File: config.mk
export PLATFORM = sky130hd
export DESIGN_NAME = shift_fir_filter
export DESIGN_NICKNAME = d
export VERILOG_FILES = /design/src/rtl/shift_fir_filter.sv
export SDC_FILE = /design/constraint.sdc
export NUM_CORES = 1
export LEC_CHECK = 0
export CORE_AREA = 10 10 77 79
export CTS_BUF_LIST = sky130_fd_sc_hd__clkbuf_4 sky130_fd_sc_hd__clkbuf_8 sky130_fd_sc_hd__clkbuf_16
export CTS_CLUSTER_SIZE = 40
export DETAILED_ROUTE_END_ITERATION = 10
export DIE_AREA = 0 0 87 89
export GPL_TIMING_DRIVEN = 0
export PLACE_DENSITY = 0.83
export SKIP_LAST_GASP = 1
export SLEW_MARGIN = 20
export SYNTH_ARGS = -nofsm -noshare
export SYNTH_HDL_FRONTEND = slang
export SYNTH_SLANG_ARGS = --single-unit
File: constraint.sdc
create_clock -name clk -period 3.1 [get_ports clk]
set_input_delay 0.465 -clock clk [delete_from_list [all_inputs] [get_ports clk]]
set_output_delay 0.465 -clock clk [all_outputs]
set_load 0.03 [all_outputs]
File: src/rtl/shift_fir_filter.sv
// Multi-tap shift-weighted FIR filter.
// Keeps a TAPS-deep delay line of accepted samples and, one cycle after each
// accepted sample, outputs either a sum of per-tap right-shifted taps (mode 0)
// or the exact floor moving average of the taps (mode 1).
module shift_fir_filter #(
  parameter int unsigned IN_W  = 4,
  parameter int unsigned TAPS  = 4,
  parameter int unsigned SH_W  = 2,
  parameter int unsigned OUT_W = 8
) (
  input  logic                   clk,
  input  logic                   rst,
  input  logic                   x_is_valid,
  input  logic [IN_W-1:0]        x,
  input  logic                   flush,
  input  logic                   mode,
  input  logic                   cfg_we,
  input  logic [TAPS*SH_W-1:0]   cfg_sh,
  output logic [OUT_W-1:0]       y,
  output logic                   y_valid
);

  localparam int unsigned LOG2_TAPS = $clog2(TAPS);

  // Delay line (index 0 = newest sample) and per-tap shift amounts
  logic [IN_W-1:0] r_d  [TAPS];
  logic [SH_W-1:0] r_sh [TAPS];
  // A sample was accepted at the previous edge, so the output updates now
  logic            r_acc;

  // Combinational adder tree results on the registered taps
  logic [OUT_W-1:0] w_sum_sh;
  logic [OUT_W-1:0] w_sum_raw;
  logic [OUT_W-1:0] w_avg;
  logic [OUT_W-1:0] w_y_next;

  // Delay line: flush clears every tap; a simultaneous valid sample lands in tap 0
  always_ff @(posedge clk or posedge rst) begin
    if (rst) begin
      for (int i = 0; i < TAPS; i++) begin
        r_d[i] <= '0;
      end
    end else if (x_is_valid) begin
      r_d[0] <= x;
      for (int i = 1; i < TAPS; i++) begin
        r_d[i] <= flush ? '0 : r_d[i-1];
      end
    end else if (flush) begin
      for (int i = 0; i < TAPS; i++) begin
        r_d[i] <= '0;
      end
    end
  end

  // Shift configuration register, loaded slice by slice from cfg_sh
  always_ff @(posedge clk or posedge rst) begin
    if (rst) begin
      for (int i = 0; i < TAPS; i++) begin
        r_sh[i] <= '0;
      end
    end else if (cfg_we) begin
      for (int i = 0; i < TAPS; i++) begin
        r_sh[i] <= cfg_sh[i*SH_W +: SH_W];
      end
    end
  end

  // Remember acceptance so the output stage fires exactly one cycle later
  always_ff @(posedge clk or posedge rst) begin
    if (rst) begin
      r_acc <= 1'b0;
    end else begin
      r_acc <= x_is_valid;
    end
  end

  // Shifted and unshifted tap sums; terms zero-extended to OUT_W before adding
  always_comb begin
    w_sum_sh  = '0;
    w_sum_raw = '0;
    for (int i = 0; i < TAPS; i++) begin
      w_sum_sh  = w_sum_sh  + OUT_W'(r_d[i] >> r_sh[i]);
      w_sum_raw = w_sum_raw + OUT_W'(r_d[i]);
    end
  end

  // Mode select: floor average divides the raw sum by the power-of-2 tap count
  always_comb begin
    w_avg    = w_sum_raw >> LOG2_TAPS;
    w_y_next = mode ? w_avg : w_sum_sh;
  end

  // Output register: new y with a one-cycle y_valid pulse, otherwise hold y
  always_ff @(posedge clk or posedge rst) begin
    if (rst) begin
      y       <= '0;
      y_valid <= 1'b0;
    end else begin
      y_valid <= r_acc;
      if (r_acc) begin
        y <= w_y_next;
      end
    end
  end

endmodule

[Word-level counts from Yosys, hierarchy flattened]
Index checks and enable logic that the tools add are counted.
Operators by class
  add/subtract/negate cells: 6
  shift-type cells: 4
  mux-type cells: 6
  reductions and logical operators: 1
Operators by type and width (number)
  two-way mux 16 bit: 2
  >> shifter 4 x 2 -> 8 bit: 4
  adder 8 bit: 3
  two-way mux 4 bit: 3
  two-way mux 8 bit: 1
  adder 6 x 4 -> 7 bit: 1
  adder 5 x 4 -> 6 bit: 1
  adder 4 x 4 -> 5 bit: 1
  nonzero test 2 bit: 1
Word-level totals
  bits in registers: 34
  bits of input ports: 18
  output and inout bits: 9
  word-level logic and storage cells: 28

[Depth between registers and ports, before layout]
  depth in word-level cells: 5
  mapped depth: 13
  depth with buffers taken out: 13

[Worst setup path before layout]
Ideal clock, no wire load.
  path type: register to register
  start: register r_sh[1] (netlist name)
  end: register y[3]
  library setup time: 0.134 ns
  data arrival time: 2.765 ns
  data required time: 2.966 ns
  slack: 0.201 ns
  stages on the path, launching flop included: 12
  buffers on the path: 0
  clock period less this slack: 2.899 ns
  cells stage by stage: dfrtp_1 o21ai_0 o21ai_0 fa_1 inv_1 fa_1 ha_1 inv_1 fa_1 xnor2_1 o21ai_0 o22ai_1
Between the ends
  longest elaborated chain between the ends: 3
Ends and longest elaborated chain
  start: declaration: line 27  | logic [SH_W-1:0] r_sh [TAPS];
  start signal: indexed assignment: line 63  | r_sh[i] <= cfg_sh[i*SH_W +: SH_W];
  >> shifter 4 x 2 -> 8 bit: line 82  | w_sum_sh = w_sum_sh + OUT_W'(r_d[i] >> r_sh[i]);
  adder 8 bit: line 82
  two-way mux 8 bit: line 90  | w_y_next = mode ? w_avg : w_sum_sh;
  end signal: assignment: line 101  | y <= w_y_next;
  end: declaration: line 19  | output logic [OUT_W-1:0] y,
No other way between the ends.
A chain may end at the register's enable or synchronous reset.

[Final worst setup path]
  start: register r_sh[7] (netlist name)
  end: register y[2]
Between the ends
  longest elaborated chain between the ends: 5
Ends and longest elaborated chain (line)
  >> shifter 4 x 2 -> 8 bit: 82
  adder 8 bit (3 in a row): 82
  two-way mux 8 bit: 90
No other way between the ends.

==> metrics <==
status finished clean; initial antenna violation count 0; Final Setup Violations 0; hold_ws about 0.42 ns; Pre-antenna DRT Iters 4; EDFF count, synth 0; PD cells approximately 460 nW/µm²; top post-synthesis cells by count inv_1, dfrtp_1, mux2i_1; FP Rows 25; H-tree depth 2; Power, Total ~1200 µW; Final Util approximately 60%; Setup crit end kind flip-flop; Max Freq about 340 MHz; Synth cell types 30; TritonCTS Buffers 5; die height approximately 90 µm; Synth Flop Type dfrtp_1; global-route wire length before repair roughly 7500 µm; layout cells sized above 1 between 10% and 20%; min cycle time layout just under 3 ns; via/cell ratio between 5 and 6; clk_lat worst skew 0.29 ns; Starting DRT DRC Count 107; CP cell instances mux2_4, o21ai_4, fa_1, inv_2, fa_1, ha_2, inv_1, fa_2, nand2_2, o22ai_2, a31oi_1; antenna viol nets, final 0; vias in the first global route between 1.5k and 2k; P_leak about 0.0012 µW; drt drc 0; hold buffers post-CTS 0; Worst slew margin between 50% and 60%; Seq cells post-synth 32; Clock Tree Buf Depth 2; Max Clock Skew ~0.0024 ns; gr ovfl total 0; Crit Path Class flip-flop to flip-flop; CP arrival 3.12 ns; slowest cell delay on critical path ~0.55 ns; Tot GR Track Use roughly 12%; HPWL Detailed around 3400 µm; Fin. Hold Viols 0; CTS clk-pin slew, worst paths around 0.060 ns; routed wire length between 4000 and 5000 µm; Max IR drop VDD 0.215 mV; register area share after synthesis a little under two fifths; core area around 4500 µm²; Initial Util 47.3%; critical-path maximum fanout 5; largest net degree at the start of global routing 33; fin crit share a little over nine tenths; Final #Nets 290; Area contributors post-synth dfrtp_1, fa_1, mux2i_1; Critical-path top delay cell fa_1; largest area contributor in the netlist dfrtp_1; Crit path top cell by count fa_1; Yosys top cell area share a little under two fifths; die area 7740 µm²; vias approximately 1.5k; Slew @ Worst Pin around 0.65 ns; TritonCTS clock tree yes; Syn Inst Count 213; RD Place Congestion between 0.8 and 0.9; Sink Count 32; root buffer cell clkbuf_8; most frequent cell after synthesis inv_1; Die Wd roughly 87 µm; DR WL/cell ~14 µm; Worst Hold Class flip-flop to flip-flop; ys async rst share between 90% and 100%; Max-Cap Viols 0; IO Port Bufs 22; IO Count 27; max-slew violations 0; Synth-to-Final Area Change 24.0%; CP Data Required Time ~3.3 ns; CP Launch Type flip-flop; Mean Syn Cell Area approximately 10 µm²; Ys Warns 0; Syn Std Cell Area 2150 µm²; # diodes 0
[sequential cells by signal, summed over array words and instances (netlist names)]
register	cells
r_sh	8
y_valid	1
r_acc	1
y	6
r_d	16
[cells in the final DEF (no fill, tap or decap), drive strengths merged]
cell | Yosys | layout
inv | 38 | 38
dfrtp | 32 | 32
mux2i | 22 | 22
clkdlybuf4s50 | 0 | 22
nor2 | 18 | 18
fa | 16 | 16
o21ai | 16 | 16
nand2 | 12 | 12
buf | 5 | 10
clkbuf | 3 | 10
mux2 | 9 | 9
ha | 8 | 8
a21oi | 6 | 6
o22ai | 5 | 5
nand2b | 4 | 4
xnor2 | 3 | 3
nor3 | 3 | 3
a21o | 2 | 2
o31ai | 2 | 2
conb | 1 | 2
nand3b | 1 | 1
a31oi | 1 | 1
nor2b | 1 | 1
and3b | 1 | 1
xor2 | 1 | 1
or2 | 1 | 1
a211oi | 1 | 1
or3 | 1 | 1
bufinv | 0 | 1
[cells by family after synthesis]
logic type / share of synthesized area, %
flops: 37.3
simple gates: 8.92
other cells: 0.175
xor+xnor: 1.63
buf+inv: 8.57
mux: 15.0
compound gates: 8.80
fa+ha+maj: 19.6
[path summary, 6_finish.rpt]
check | start | to | slack [ns] | cells after the start
worst min register to register | r_acc | y_valid | 0.42 | 0
worst min-delay path | r_acc | y_valid | 0.42 | 0
min in group asynchronous | rst | y[3] | 0.61 | 2
max in group asynchronous | rst | r_sh[6] | 2.02 | 2
worst max register to register | r_sh[7] | y[2] | 0.13 | 11
worst max-delay path | r_sh[7] | y[2] | 0.13 | 11
[metal layers]
metal / track usage, % / part of all wire, %
met2: 22.2 / 54
met4: 5.30 / 2.3
met5: 0 / 0
met3: 3.65 / 4.9
met1: 12.7 / 38
[power breakdown]
part | switching, µW | internal [µW] | total [µW] | leakage, µW
combinational | 154 | 143 | 297 | 0.000781
clock | 149 | 283 | 432 | 0.0000645
sequential | 42.4 | 451 | 494 | 0.000403
total | 346 | 877 | 1220 | 0.00125
[through the flow]
stage | TNS [ns] | instance area [µm²] | setup WS [ns] | instances
final | 0 | 2660 | 0.126 | 303
after global routing | -0.0436 | 2660 | -0.0436 | 303
after CTS | 0 | 2560 | 0.0187 | 298
after detailed placement | -0.0209 | 2440 | -0.0209 | 290
after global placement | 0 | 2440 | 0.0433 | 290
after floorplan | 0 | 2150 | 0.201 | 214
[repair_timing]
item	4_1_cts	5_1_grt
pin swaps	0	10
setup buffers	0	5
setup endpoints to repair	1	4
resized for setup	2	28
[area by class of cell]
| cell class | instances | area (µm²) |
|---|---|---|
| Inverter | 38 | 143 |
| Buffer | 8 | 41.3 |
| Sequential cell | 32 | 807 |
| Multi-Input combinational cell | 136 | 1220 |
| Clock buffer | 7 | 96.3 |
| Clock inverter | 1 | 30.0 |
| Timing Repair Buffer | 27 | 258 |
| Fill cell | 386 | 1870 |
| Tap cell | 54 | 67.6 |
[critical path: cells and delay by family (launching register included)]
family,cells,cell delay [ns]
fa+ha+maj,4,1.75
buf+inv,2,0.09
flops,1,0.45
simple gates,1,0.06
compound gates,3,0.24
mux,1,0.24
Note: power is estimated with default switching activity, not from simulation.
